`src/rtl/result_fifo_if.sv`:
```
// Handshake bundle between a result producer/consumer pair and result_fifo.
// The FIFO attaches as the slave; the producer/consumer side uses the master modport.
interface result_fifo_if #(
  parameter int WIDTH = 21,
  parameter int DEPTH = 8
);
  localparam int CW = $clog2(DEPTH) + 1;

  logic             flush;
  logic             wr_req;
  logic [WIDTH-1:0] wr_data;
  logic             out_ready;
  logic             out_valid;
  logic [WIDTH-1:0] out_data;
  logic             full;
  logic             empty;
  logic [CW-1:0]    count;
  logic             overflow;

  modport master (
    output flush, wr_req, wr_data, out_ready,
    input  out_valid, out_data, full, empty, count, overflow
  );

  modport slave (
    input  flush, wr_req, wr_data, out_ready,
    output out_valid, out_data, full, empty, count, overflow
  );
endinterface

```
`src/rtl/result_fifo.sv`:
```
// First-word fall-through result FIFO: circular buffer with registered count,
// sticky overflow flag for dropped writes, synchronous flush and async reset.
module result_fifo #(
  parameter int WIDTH = 21,
  parameter int DEPTH = 8
) (
  input  logic          clock,
  input  logic          reset,
  result_fifo_if.slave  bus
);
  localparam int AW = $clog2(DEPTH);

  logic [WIDTH-1:0] r_mem [DEPTH];
  logic [AW-1:0]    r_wr_ptr;
  logic [AW-1:0]    r_rd_ptr;
  logic [AW:0]      r_count;
  logic             r_overflow;

  logic w_full;
  logic w_empty;
  logic w_pop;
  logic w_push;
  logic w_drop;

  assign w_full  = (r_count == (AW+1)'(DEPTH));
  assign w_empty = (r_count == '0);

  // A pop frees the slot in the same edge, so a full FIFO still accepts a write then.
  assign w_pop  = !w_empty && bus.out_ready;
  assign w_push = bus.wr_req && (!w_full || w_pop) && !bus.flush;
  assign w_drop = bus.wr_req && w_full && !w_pop && !bus.flush;

  always_ff @(posedge clock) begin
    if (w_push) begin
      r_mem[r_wr_ptr] <= bus.wr_data;
    end
  end

  always_ff @(posedge clock or posedge reset) begin
    if (reset) begin
      r_wr_ptr   <= '0;
      r_rd_ptr   <= '0;
      r_count    <= '0;
      r_overflow <= 1'b0;
    end else if (bus.flush) begin
      r_wr_ptr <= '0;
      r_rd_ptr <= '0;
      r_count  <= '0;
    end else begin
      if (w_push) begin
        r_wr_ptr <= r_wr_ptr + AW'(1);
      end
      if (w_pop) begin
        r_rd_ptr <= r_rd_ptr + AW'(1);
      end
      case ({w_push, w_pop})
        2'b10:   r_count <= r_count + (AW+1)'(1);
        2'b01:   r_count <= r_count - (AW+1)'(1);
        default: r_count <= r_count;
      endcase
      if (w_drop) begin
        r_overflow <= 1'b1;
      end
    end
  end

  assign bus.full      = w_full;
  assign bus.empty     = w_empty;
  assign bus.out_valid = !w_empty;
  assign bus.count     = r_count;
  assign bus.overflow  = r_overflow;
  // Gating to zero makes out_data follow the async reset without a clock edge.
  assign bus.out_data  = w_empty ? '0 : r_mem[r_rd_ptr];
endmodule

```
`src/flat_wrapper.sv`:
```
// flat-port wrapper written by rule: the top's interface ports become plain ports
module result_fifo_flat 
#(
  parameter int WIDTH = 21,
  parameter int DEPTH = 8
)
  (clock, reset, bus_flush, bus_wr_req, bus_wr_data, bus_out_ready, bus_out_valid, bus_out_data, bus_full, bus_empty, bus_count, bus_overflow);
  result_fifo_if #(.WIDTH(WIDTH), .DEPTH(DEPTH)) bus_i ();
  input  logic clock;
  input  logic reset;
  input wire logic [$bits(bus_i.flush)-1:0] bus_flush;
  input wire logic [$bits(bus_i.wr_req)-1:0] bus_wr_req;
  input wire logic [$bits(bus_i.wr_data)-1:0] bus_wr_data;
  input wire logic [$bits(bus_i.out_ready)-1:0] bus_out_ready;
  output wire logic [$bits(bus_i.out_valid)-1:0] bus_out_valid;
  output wire logic [$bits(bus_i.out_data)-1:0] bus_out_data;
  output wire logic [$bits(bus_i.full)-1:0] bus_full;
  output wire logic [$bits(bus_i.empty)-1:0] bus_empty;
  output wire logic [$bits(bus_i.count)-1:0] bus_count;
  output wire logic [$bits(bus_i.overflow)-1:0] bus_overflow;
  assign bus_i.flush = bus_flush;
  assign bus_i.wr_req = bus_wr_req;
  assign bus_i.wr_data = bus_wr_data;
  assign bus_i.out_ready = bus_out_ready;
  assign bus_out_valid = bus_i.out_valid;
  assign bus_out_data = bus_i.out_data;
  assign bus_full = bus_i.full;
  assign bus_empty = bus_i.empty;
  assign bus_count = bus_i.count;
  assign bus_overflow = bus_i.overflow;
  result_fifo #(.WIDTH(WIDTH), .DEPTH(DEPTH)) u_core (.clock(clock), .reset(reset), .bus(bus_i));
endmodule
```
`config.mk`:
```
export PLATFORM = sky130hd
export DESIGN_NAME = result_fifo_flat
export DESIGN_NICKNAME = d
export VERILOG_FILES = /design/src/rtl/result_fifo_if.sv /design/src/rtl/result_fifo.sv /design/src/flat_wrapper.sv
export SDC_FILE = /design/constraint.sdc
export NUM_CORES = 1
export LEC_CHECK = 0
export CAP_MARGIN = 20
export CORE_MARGIN = 2
export CORE_UTILIZATION = 35
export DETAILED_ROUTE_END_ITERATION = 8
export PLACE_DENSITY = 0.56
export SYNTH_ARGS = -nofsm -noshare
export SYNTH_HDL_FRONTEND = slang
export SYNTH_SLANG_ARGS = --single-unit
```
`constraint.sdc`:
```
create_clock -name clock -period 9.55 [get_ports clock]
set_input_delay 2.865 -clock clock [delete_from_list [all_inputs] [get_ports clock]]
set_output_delay 2.865 -clock clock [all_outputs]
set_load 0.005 [all_outputs]
```
==> flow_metrics.py, run 1 <==
metrics = {
    "clock_network": {
        "post_cts_buffers": 0,
        "cts.clk_slew.worst_paths_ns": 0.06,
        "cts_max_path_buffers": 2,
        "hold_buffers": 0,
        "insertion_delay_ns": 0.43,
        "clockRootBuffer": "clkbuf_16",
        "htreeDepth": 4,
        "cts_resized": 0,
        "cts_num_sinks": 179,
        "cts_buffers": 17,
        "cts_tree": "yes",
    },
    "die": {
        "num_rows": 52,
        "io_pins": 55,
        "start_util_pct": 35.3,
        "die-area_um2": 21400,
        "die_w_um": 146,
        "die_y_um": 146,
        "core_um2": 20000,
    },
    "timing": {
        "finalCriticalPeriod_ns": 5.67,
        "rsz0062_at_grt": "no",
        "fin_crit_sh_pct": 59.4,
        "hold_viol_final": 0,
        "finalSetupViolations": 0,
        "maxSlewViolCount": 0,
        "skew_ns": 0.00836,
        "fmax_mhz": 176,
        "worst_pin_slew_ns": 1.03,
        "max-slew-margin-rel_pct": 30.9,
        "setup_tns_ns": 0,
    },
    "synthesis": {
        "netlist_top_cells_count": "edfxtp_1, mux4_2, nor2_1",
        "yosysTopAreaCell": "edfxtp_1",
        "synth.distinct_cells": 33,
        "syn-num-nets": 375,
        "synth_most_common_cell": "edfxtp_1",
        "synth-edff-count": 168,
        "ys_seq_elements": 179,
        "yosysSeqAreaShare_pct": 75.2,
        "post_synth.cell_area_avg_um2": 20.5,
        "synth_cells": 345,
        "yosys-top-cells-area": "edfxtp_1, mux4_2, dfrtp_1, mux2i_1, nor2_1",
        "synth_area_um2": 7080,
        "ys_warn_count": 0,
        "synth_top_area_share_pct": 71.3,
        "yosys_most_used_dff": "edfxtp_1",
        "async_flop_share_pct": 6.15,
    },
    "grt": {
        "grt_pass1_wl_um": 21700,
        "grt_max_degree": 45,
        "grt_pass1_vias": 3700,
        "grt_usage_pct": 13.7,
        "antenna_found_initial": 0,
        "overflow": 0,
    },
    "finish": {
        "layout.nets": 441,
        "drive_above_1_share_pct": 22.4,
        "final_cells": 694,
        "area_growth_pct": 20.5,
        "diodes": 0,
    },
    "hold_path": {
        "min_path_type": "register to register",
        "min_to": "u_core.bus.overflow",
        "hold-path-cell-count": 2,
        "min_from": "u_core.bus.overflow",
    },
    "placement": {
        "placedCellCount": 662,
        "dp_hpwl_um": 8040,
        "place_congestion": 0.707,
        "portBuffers": 54,
    },
    "power": {
        "power_density_nw_per_um2": 233,
        "p_leak_uw": 0.00269,
        "vdd_drop_max_v": 0.000153,
    },
    "setup_path": {
        "required_ns": 6.69,
        "cp_max_fo": 44,
        "reg2reg_from": "u_core.bus.count[0]",
        "critPathKind": "register to output port",
        "cp-start-kind": "register",
        "reg2reg_slack_ns": 6.59,
        "arrival_ns": 2.80,
        "reg2reg_to": "u_core.r_mem[1][10]",
        "reg2regPathDepth": 6,
        "end_kind": "output port",
        "crit_start": "u_core.r_rd_ptr[0]",
    },
    "drt": {
        "avgViaCountPerCell": 4.92,
        "wire_per_inst_um": 20.0,
        "drt_iter0_drc": 236,
        "first_pass_iters": 5,
        "postRouteAntennaNets": 0,
        "wl_um": 13800,
        "via_count": 3417,
        "drc_errors": 0,
    },
    "job": {
        "drv_cap": 0,
    },
    "outcome": {
        "status": "complete, no violations",
    },
}
## how the worst max path moves through the flow
stage	to	depth (start not counted)
floorplan	u_core.r_mem[1][0]	4
global placement	u_core.r_mem[1][18]	5
detailed placement	u_core.r_mem[1][17]	5
CTS	bus_out_data[7]	5
global route	bus_out_data[11]	5
finish	bus_out_data[11]	5
## worst max-delay path, cell delays in order, from the launching register on
cell             delay [ns]
dfrtp_2                0.34
buf_4                  0.68
mux4_2                 0.61
mux2i_1                0.15
nor2_1                 0.08
clkdlybuf4s50_1        0.48
## final cells by class
type	instances	area, um^2
Clock buffer	20	437
Sequential cell	179	5320
Multi-Input combinational cell	144	1690
Timing Repair Buffer	65	623
Clock inverter	12	106
Inverter	4	15.0
Tap cell	270	338
Fill cell	1802	11500
## state kept, by name, indices dropped and copies added (netlist names)
| name | flops |
|---|---|
| u_core.r_rd_ptr | 3 |
| u_core.r_wr_ptr | 3 |
| u_core.bus.count | 4 |
| u_core.r_mem | 168 |
| u_core.bus.overflow | 1 |
## cells by family after synthesis
| family | share of synthesized area (%) |
|---|---|
| flip-flops | 75.2 |
| multiplexers | 16.9 |
| AND/OR/NAND/NOR | 3.38 |
| buffers and inverters | 1.33 |
| AO/OA/AOI/OAI | 1.38 |
| XOR/XNOR | 1.11 |
| adder cells (fa/ha/maj) | 0.707 |
## metrics by stage
| step | area (um^2) | hold slack, ns | setup slack, ns | utilization [%] | total power, uW |
|---|---|---|---|---|---|
| after floorplan | 7080 | 0.460 | 3.93 | - | 1170 |
| after global placement | 7990 | 0.463 | 3.83 | 39.8 | 1370 |
| after detailed placement | 7990 | 0.458 | 3.82 | 39.8 | 1370 |
| after CTS | 8530 | 0.474 | 3.75 | 42.6 | 2020 |
| after global routing | 8530 | 0.496 | 3.64 | 42.6 | 2080 |
| final | 8530 | 0.471 | 3.88 | 42.6 | 1990 |
## metal layers
| layer | routed length, um | vias up | track usage [%] |
|---|---|---|---|
| met1 | 6170 | 1817 | 17.9 |
| met2 | 7050 | 63 | 22.5 |
| met4 | 161 | 0 | 4.32 |
| met5 | 0 | - | 0 |
| li1 | - | 1523 | - |
| met3 | 464 | 14 | 3.62 |
## power by group
| group | internal (uW) | total (uW) | switching (uW) |
|---|---|---|---|
| clock | 359 | 642 | 283 |
| combinational | 239 | 442 | 203 |
| sequential | 884 | 903 | 19.3 |
## layout by cell type (no fill, tap or decap), types with 2 or more instances in the layout
cell type        synthesis  layout
edfxtp_1               168     168
clkbuf_16                0      17
clkdlybuf4s50_1          0      54
nor2_1                  39      33
nand2b_1                 3       3
a31oi_1                  3       3
ha_1                     4       4
clkbuf_1                 8       3
mux4_2                  42      42
nor2_2                   0       6
clkinv_1                 0       2
xor2_1                   5       5
clkinvlp_4               0       2
buf_4                    1      11
nand2_1                  2       2
inv_1                    3       3
dfrtp_2                  0       2
xnor2_1                  4       4
inv_6                    0       3
dfrtp_1                 11       9
clkinv_2                 0       2
nor3_2                   1       3
clkinv_4                 0       2
mux2i_1                 25      25
Note: power is estimated with default switching activity, not from simulation.
==> inputs of run 2 (changes only) <==
==> constraint.sdc (replaced) <==
create_clock -name clock -period 5.42 [get_ports clock]
set_input_delay 1.626 -clock clock [delete_from_list [all_inputs] [get_ports clock]]
set_output_delay 1.626 -clock clock [all_outputs]
set_load 0.005 [all_outputs]
==> run 2 against run 1 <==
Effect of this change: via count shrank 0.29%; worst setup slack lost 2.8 ns; sequential share of layout area is essentially flat; sequential cell count is the same; critical path depth is the same; largest cell class unchanged; largest power group unchanged.
==> flow_metrics.py, run 2 (synthesized netlist as in run 1, its figures left out) <==
metrics = {
    "drt": {
        "avgViaCountPerCell": 4.90,
        "postRouteAntennaNets": 0,
        "via_count": 3407,
        "wire_per_inst_um": 19.6,
        "first_pass_iters": 6,
        "drc_errors": 0,
        "wl_um": 13600,
        "drt_iter0_drc": 213,
    },
    "job": {
        "drv_cap": 0,
    },
    "clock_network": {
        "post_cts_buffers": 0,
        "insertion_delay_ns": 0.42,
        "cts_num_sinks": 179,
        "cts_tree": "yes",
        "cts.clk_slew.worst_paths_ns": 0.06,
        "cts_buffers": 17,
        "cts_resized": 0,
        "hold_buffers": 0,
        "cts_max_path_buffers": 2,
        "htreeDepth": 4,
        "clockRootBuffer": "clkbuf_16",
    },
    "die": {
        "core_um2": 20000,
        "die_y_um": 146,
        "num_rows": 52,
        "die-area_um2": 21400,
        "die_w_um": 146,
        "start_util_pct": 35.3,
        "io_pins": 55,
    },
    "finish": {
        "final_cell_mix": "edfxtp_1, clkdlybuf4s50_1, mux4_2",
        "top_register": "u_core.r_mem",
        "layout.nets": 444,
        "drive_above_1_share_pct": 23.2,
        "final_common_cell": "edfxtp_1",
        "diodes": 0,
        "area_growth_pct": 20.5,
        "regArea_um2": 5320,
        "multiInputGateArea_um2": 1690,
        "largest_reg_flops": 168,
        "fillers": 1809,
    },
    "setup_path": {
        "cp-start-kind": "register",
        "cp_max_fo": 29,
        "arrival_ns": 2.75,
        "required_ns": 3.79,
        "critPathKind": "register to output port",
        "end_kind": "output port",
    },
    "grt": {
        "grt_max_degree": 30,
        "grt_pass1_wl_um": 21000,
        "grt_usage_pct": 13.4,
        "grt_pass1_vias": 3611,
        "antenna_found_initial": 0,
        "overflow": 0,
    },
    "outcome": {
        "status": "complete, no violations",
    },
    "timing": {
        "hold_viol_final": 0,
        "maxSlewViolCount": 0,
        "skew_ns": 0.00757,
        "fin_crit_sh_pct": 80.7,
        "setup_tns_ns": 0,
        "finalSetupViolations": 0,
        "worst_pin_slew_ns": 0.895,
        "finalCriticalPeriod_ns": 4.37,
        "timing.hold.ws_ns": 0.477,
        "max-slew-margin-rel_pct": 40.3,
        "rsz0062_at_grt": "no",
        "fmax_mhz": 229,
    },
    "hold_path": {
        "min_path_type": "register to register",
    },
    "power": {
        "p_leak_uw": 0.00269,
        "power_density_nw_per_um2": 404,
        "power_uw": 3440,
        "vdd_drop_max_v": 0.000241,
    },
    "placement": {
        "portBuffers": 54,
        "place_congestion": 0.785,
        "dp_hpwl_um": 8160,
    },
}
run 2: worst max-delay path, cell delays in order (launching register included):
cell and delay [ns]:
dfrtp_2 0.86, buf_4 0.40, mux4_2 0.35, mux2i_1 0.18, nor2_1 0.07, clkdlybuf4s50_1 0.46
run 2: layout make-up:
type | count | share of cell area [%]
Multi-Input combinational cell | 144 | 19.8
Inverter | 4 | 0.176
Clock buffer | 19 | 5.08
Tap cell | 270 | 3.96
Timing Repair Buffer | 68 | 7.57
Sequential cell | 179 | 62.4
Clock inverter | 12 | 0.983
run 2: routing by layer:
layer  track usage, %  vias to the layer above  wire length, um
met5                0                        -                0
met4             4.42                        0              156
met3             3.56                       10              463
met2             21.9                       61             6880
met1             17.4                     1813             6120
li1                 -                     1523                -
run 2: through the flow:
stage | worst slack, ns | cell area, um^2 | utilization (%) | cells
after detailed placement | 1.19 | 8010 | 40.0 | 665
after CTS | 0.981 | 8520 | 42.5 | 696
after floorplan | 1.04 | 7080 | - | 345
after global routing | 0.868 | 8520 | 42.5 | 696
final | 1.05 | 8520 | 42.5 | 696
after global placement | 1.28 | 8010 | 40.0 | 665
run 2: worst paths after layout:
check,start,to,slack [ns],cells past startpoint
setup / recovery,u_core.r_rd_ptr[1],bus_out_data[9],1.05,5
hold / removal,u_core.bus.overflow,u_core.bus.overflow,0.48,2
setup reg to reg,u_core.bus.count[0],u_core.r_mem[2][7],2.72,6
hold reg to reg,u_core.bus.overflow,u_core.bus.overflow,0.48,2
max in group asynchronous,reset,u_core.r_rd_ptr[0],3.56,2
min in group asynchronous,reset,u_core.bus.count[1],1.51,2
run 2: power by group:
| part | leakage [uW] | internal [uW] | total, uW | switching (uW) |
|---|---|---|---|---|
| clock | 0.000243 | 583 | 1080 | 494 |
| combinational | 0.000784 | 423 | 754 | 331 |
| sequential | 0.00166 | 1560 | 1610 | 56.6 |
